`config.mk`:
```
export PLATFORM = sky130hd
export DESIGN_NAME = sqrt_ctrl
export DESIGN_NICKNAME = d
export VERILOG_FILES = /design/src/rtl/sqrt_ctrl.sv
export SDC_FILE = /design/constraint.sdc
export NUM_CORES = 1
export LEC_CHECK = 0
export ABC_AREA = 1
export CORE_MARGIN = 3
export CORE_UTILIZATION = 44
export CTS_CLUSTER_SIZE = 30
export DETAILED_ROUTE_END_ITERATION = 16
export PLACE_DENSITY = 0.95
export SYNTH_ARGS = -nofsm -noshare
export SYNTH_HDL_FRONTEND = slang
export SYNTH_SLANG_ARGS = --single-unit
export TNS_END_PERCENT = 20
```
`constraint.sdc`:
```
create_clock -name clk -period 2.2 [get_ports clk]
set_clock_uncertainty 0.1 [all_clocks]
set_input_delay 0.22 -clock clk [delete_from_list [all_inputs] [get_ports clk]]
set_output_delay 0.22 -clock clk [all_outputs]
set_load 0.005 [all_outputs]
```
`src/rtl/sqrt_ctrl.sv`:
```
// sqrt_ctrl: sequences one FP16 operand through the special-case stage and, for
// finite positive operands, the iterative sqrt core. Bypass result 3 cycles after
// accept; core path result 1 cycle after core_done. One operand in flight; the
// result is held in DONE until out_ready. Optional timeout: SQRT_CTRL_TIMEOUT_EN.
module sqrt_ctrl #(
   parameter int CORE_TIMEOUT = 64
) (
   input  logic        clk,
   input  logic        rst_n,
   input  logic        in_valid,
   output logic        in_ready,
   input  logic [15:0] in_data,
   output logic        sp_enable,
   output logic        sp_valid,
   output logic [15:0] sp_data,
   input  logic        sp_s_valid,
   input  logic        sp_is_nan,
   input  logic        sp_is_pinf,
   input  logic        sp_is_ninf,
   input  logic        sp_is_normal,
   input  logic        sp_is_subnormal,
   input  logic [15:0] sp_result,
   output logic        core_start,
   output logic [15:0] core_operand,
   input  logic        core_done,
   input  logic [15:0] core_result,
   output logic        core_abort,
   output logic        out_valid,
   input  logic        out_ready,
   output logic [15:0] out_data,
   output logic        out_err,
   output logic        busy
);

   typedef enum logic [2:0] {
      S_IDLE    = 3'd0,
      S_ISSUE   = 3'd1,
      S_WAIT_SP = 3'd2,
      S_RUN     = 3'd3,
      S_DONE    = 3'd4
   } state_t;

   // Canonical quiet NaN with the sign bit set: result for sqrt of a negative value.
   localparam logic [15:0] NEG_QNAN = 16'hFE00;

   state_t      state_q, state_d;
   logic        live_q;
   logic        sp_enable_q, sp_enable_d;
   logic        sp_valid_q, sp_valid_d;
   logic [15:0] sp_data_q, sp_data_d;
   logic        core_start_q, core_start_d;
   logic [15:0] core_operand_q, core_operand_d;
   logic [15:0] out_data_q, out_data_d;

   // NaN and +Inf need no dedicated handling: their stage result is passed through.
   logic unused_ok;
   assign unused_ok = sp_is_nan ^ sp_is_pinf ^ (CORE_TIMEOUT > 0);

`ifdef SQRT_CTRL_TIMEOUT_EN
   localparam int CW = $clog2(CORE_TIMEOUT + 1);
   logic [CW-1:0] tmo_cnt_q, tmo_cnt_d;
   logic          core_abort_q, core_abort_d;
   logic          out_err_q, out_err_d;
`endif

   // in_ready stays low until the first clock edge after reset release.
   assign in_ready  = (state_q == S_IDLE) && live_q;
   assign busy      = (state_q != S_IDLE);
   assign out_valid = (state_q == S_DONE);

   assign sp_enable    = sp_enable_q;
   assign sp_valid     = sp_valid_q;
   assign sp_data      = sp_data_q;
   assign core_start   = core_start_q;
   assign core_operand = core_operand_q;
   assign out_data     = out_data_q;
`ifdef SQRT_CTRL_TIMEOUT_EN
   assign core_abort   = core_abort_q;
   assign out_err      = out_err_q;
`else
   assign core_abort   = 1'b0;
   assign out_err      = 1'b0;
`endif

   // Next-state and registered-output decode; pulses default low, data regs hold.
   always_comb begin
      state_d        = state_q;
      sp_enable_d    = 1'b0;
      sp_valid_d     = 1'b0;
      sp_data_d      = sp_data_q;
      core_start_d   = 1'b0;
      core_operand_d = core_operand_q;
      out_data_d     = out_data_q;
`ifdef SQRT_CTRL_TIMEOUT_EN
      tmo_cnt_d      = tmo_cnt_q;
      core_abort_d   = 1'b0;
      out_err_d      = out_err_q;
`endif
      case (state_q)
         S_IDLE: begin
            if (in_valid && in_ready) begin
               sp_data_d   = in_data;
               sp_valid_d  = 1'b1;
               sp_enable_d = 1'b1;
               state_d     = S_ISSUE;
            end
         end
         S_ISSUE: begin
            sp_enable_d = 1'b1;
            state_d     = S_WAIT_SP;
         end
         S_WAIT_SP: begin
            sp_enable_d = 1'b1;
            if (sp_s_valid) begin
               sp_enable_d = 1'b0;
               if (sp_is_normal || sp_is_subnormal) begin
                  core_operand_d = sp_result;
                  core_start_d   = 1'b1;
                  state_d        = S_RUN;
`ifdef SQRT_CTRL_TIMEOUT_EN
                  tmo_cnt_d      = '0;
`endif
               end else if (sp_is_ninf) begin
                  out_data_d = NEG_QNAN;
                  state_d    = S_DONE;
               end else begin
                  out_data_d = sp_result;
                  state_d    = S_DONE;
               end
            end
         end
         S_RUN: begin
            if (core_done) begin
               // A completion in the expiry cycle still counts as a real result.
               out_data_d = core_result;
               state_d    = S_DONE;
`ifdef SQRT_CTRL_TIMEOUT_EN
               out_err_d  = 1'b0;
            end else if (tmo_cnt_q == CW'(CORE_TIMEOUT - 1)) begin
               core_abort_d = 1'b1;
               out_data_d   = 16'h7E00;
               out_err_d    = 1'b1;
               state_d      = S_DONE;
            end else begin
               tmo_cnt_d = tmo_cnt_q + CW'(1);
`endif
            end
         end
         S_DONE: begin
            if (out_ready) begin
               state_d   = S_IDLE;
`ifdef SQRT_CTRL_TIMEOUT_EN
               out_err_d = 1'b0;
`endif
            end
         end
         default: state_d = S_IDLE;
      endcase
   end

   // State and output registers; async reset aborts any operation in flight.
   always_ff @(posedge clk or negedge rst_n) begin
      if (!rst_n) begin
         state_q        <= S_IDLE;
         live_q         <= 1'b0;
         sp_enable_q    <= 1'b0;
         sp_valid_q     <= 1'b0;
         sp_data_q      <= '0;
         core_start_q   <= 1'b0;
         core_operand_q <= '0;
         out_data_q     <= '0;
`ifdef SQRT_CTRL_TIMEOUT_EN
         tmo_cnt_q      <= '0;
         core_abort_q   <= 1'b0;
         out_err_q      <= 1'b0;
`endif
      end else begin
         state_q        <= state_d;
         live_q         <= 1'b1;
         sp_enable_q    <= sp_enable_d;
         sp_valid_q     <= sp_valid_d;
         sp_data_q      <= sp_data_d;
         core_start_q   <= core_start_d;
         core_operand_q <= core_operand_d;
         out_data_q     <= out_data_d;
`ifdef SQRT_CTRL_TIMEOUT_EN
         tmo_cnt_q      <= tmo_cnt_d;
         core_abort_q   <= core_abort_d;
         out_err_q      <= out_err_d;
`endif
      end
   end

endmodule
```
==> metrics <==
Die Area 6580 um^2; worst path bufs/invs 3; Slew Limit Fails 0; Critical Path RT 1.88 ns; clk slew on worst S/H paths 0.09 ns; H-Tree Depth 2; DRT Pass-1 Iters 4; fin crit share 0.923; Initial Util 0.471; CTS tree yes; critical path peak fanout 4; Routed WL per cell approximately 13 um; worst slew pin tran 0.674 ns; crit end category primary output; Synth Flop Type dfrtp_1; remaining routing DRC violations 0; Filler cells between 400 and 500; FF-to-FF End sp_data[13]; LEAKAGE around 1.8 nW; syn_area_per_cell a little over 8 um^2; top post-synthesis cells by area dfrtp_1 (55%), nand2_1 (24%), o21ai_0 (3.8%); WL final between 6000 and 7000 um; clock root buffer master clkbuf_8; die height 81.1 um; final core utilization 0.696; Max VDD drop 0.000641 V; total CTS buffers 5; Cells after Synth between 300 and 400; Detail Route Antenna Nets 0; DR iter-0 viols between 100 and 150; clock sinks between 50 and 60; Pwr Density about 1200 nW/um^2; via/cell ratio slightly below 5; number of flops mapped to enable cells by yosys 0; largest area contributor in the netlist dfrtp_1; share of layout cells above drive strength 1 0.0607; initial antenna violation count 0; worst r2r path cells 7; diode count 0; via count ~2300; Nets ~470; DIE WIDTH about 81 um; status completed; total gr overflow 0; Netlist cell types 23; slowest CP cell clkdlybuf4s50_1; Seq/Total Area, Yosys 0.555; final count of negative-setup-slack endpoints 0; post-layout min period around 2 ns; Core Region 5270 um^2; FP Rows 26; relative slew slack 0.551; first-pass GRT wire length between 10000 and 15000 um; largest net degree at the start of global routing 56; vias in the first global route roughly 2300; Setup crit start kind flip-flop; storage element area between 1000 and 1500 um^2; flops & latches, synth 55; clk_lat worst skew approximately 0.30 ns; HP Start in_data[15]; Multi-input gate area ~960 um^2; clock tree buffer depth 2; Critical Path Stages 6; max incr delay on CP approximately 0.52 ns; Fin Setup TNS 0 ns; Worst Hold End sp_data[15]; I/O Pins 115; synthesis warning total 0; mapped cell area 2480 um^2; # Post-CTS Setup Buffers 0; setup slack, reg-to-reg between 0.5 and 0.6 ns; Crit Path Class flip-flop to primary output; fmax slightly below 0.5 GHz; Hold Path Class input pin to flip-flop; DPL Wire Length 4780 um; area grow syn2layout 47.9%; Hold Path Depth 3; crit-path leading delay family buffers and inverters; crit-path cells inv_2 -> nand2_2 -> nor2_2 -> inv_2 -> nor2_2 -> clkdlybuf4s50_1; # port buffers 110; Max Cap Viol 0; Async S/R FF share, synth 1.00; GRT Total Usage 0.207; Final Hold Fails 0; post-synth top area share 0.555; unrepaired setup endpoints after global routing no; CP arrival approximately 1.7 ns; routability cong. 0.801; Reg-to-Reg Start state_q[0]
worst max-delay path by stage:
| stage | to | slack [ns] | start |
|---|---|---|---|
| 2_1_floorplan | core_operand[10] | 0.81 | state_q[2] |
| 3_3_place_gp | sp_data[0] | 0.49 | in_valid |
| 3_5_place_dp | out_data[0] | 0.43 | sp_is_ninf |
| 4_1_cts | in_ready | 0.16 | state_q[0] |
| 5_1_grt | in_ready | 0.02 | state_q[0] |
| 6_report | in_ready | 0.17 | state_q[0] |
routing by layer:
metal | vias to the layer above | part of all wire | global-route usage
met5 | - | 0 | 0
met4 | 0 | 0.011 | 0.0490
met3 | 6 | 0.057 | 0.0443
met2 | 73 | 0.52 | 0.374
met1 | 1095 | 0.41 | 0.252
li1 | 1147 | - | -
placed cells by master (no fill, tap or decap), types with 3 or more instances in the layout:
| cell type | count |
|---|---|
| buf_4 | 3 |
| clkbuf_8 | 5 |
| clkdlybuf4s50_1 | 109 |
| conb_1 | 3 |
| dfrtp_1 | 55 |
| inv_1 | 5 |
| inv_2 | 3 |
| nand2_1 | 160 |
| nand2_2 | 3 |
| nand3_1 | 17 |
| nor2_1 | 12 |
| nor2_2 | 4 |
| o21ai_0 | 19 |
registers in the layout, indices dropped and copies added (netlist names):
| name | cells |
|---|---|
| out_data | 16 |
| sp_data | 16 |
| sp_valid | 1 |
| live_q | 1 |
| sp_enable | 1 |
| state_q | 3 |
| core_operand | 16 |
| core_start | 1 |
worst register-to-register path, delay by kind of cell, from the launching register on:
| family | cells | cell delay (ns) |
|---|---|---|
| buffers and inverters | 2 | 0.17 |
| DFF | 1 | 0.43 |
| and+or+nand+nor | 5 | 0.88 |
power breakdown:
part           switching [mW]  leakage, nW  internal (mW)
clock network           0.300       0.0371          0.213
logic                   0.917         1.04           1.15
registers               0.263        0.695           1.46
area by class of cell:
| class | count | share of cell area |
|---|---|---|
| flip-flops and latches | 55 | 0.375 |
| multi-input cells | 226 | 0.260 |
| repair buffers | 114 | 0.308 |
| well taps | 70 | 0.0239 |
| inverters | 11 | 0.0133 |
| clock buffers | 6 | 0.0198 |
repair_timing:
action / CTS / global route
hold buffers: 1 / 0
resized for setup: 0 / 0
hold endpoints to repair: 55 / 0
Yosys cell counts (2+ instances only):
library cell	number
buf_4	4
nor2_2	4
nand2_2	3
dfrtp_1	55
inv_1	5
buf_6	4
conb_1	2
nand3_1	17
nor2_1	12
buf_2	5
o21ai_0	19
nand2_4	2
nor3_1	2
nand2_1	160
inv_2	3
through the flow:
stage	power [mW]	worst slack [ns]	hold slack (ns)	cell area, um^2	cells
2_1_floorplan	2.64	0.811	-0.176	2480	306
5_1_grt	4.68	0.0195	0.352	3670	482
3_3_place_gp	3.75	0.487	0.291	3590	475
4_1_cts	4.35	0.158	0.341	3670	482
6_report	4.31	0.168	0.344	3670	482
3_5_place_dp	3.83	0.430	0.294	3590	475
cell families after synthesis:
logic type / count (synthesis) / synth area share
AND/OR/NAND/NOR: 203 / 0.339
AO/OA/AOI/OAI: 20 / 0.0414
buffers and inverters: 25 / 0.0615
flip-flops: 55 / 0.555
other: 2 / 0.00303
No activity file was read; power rests on OpenSTA's default activity.
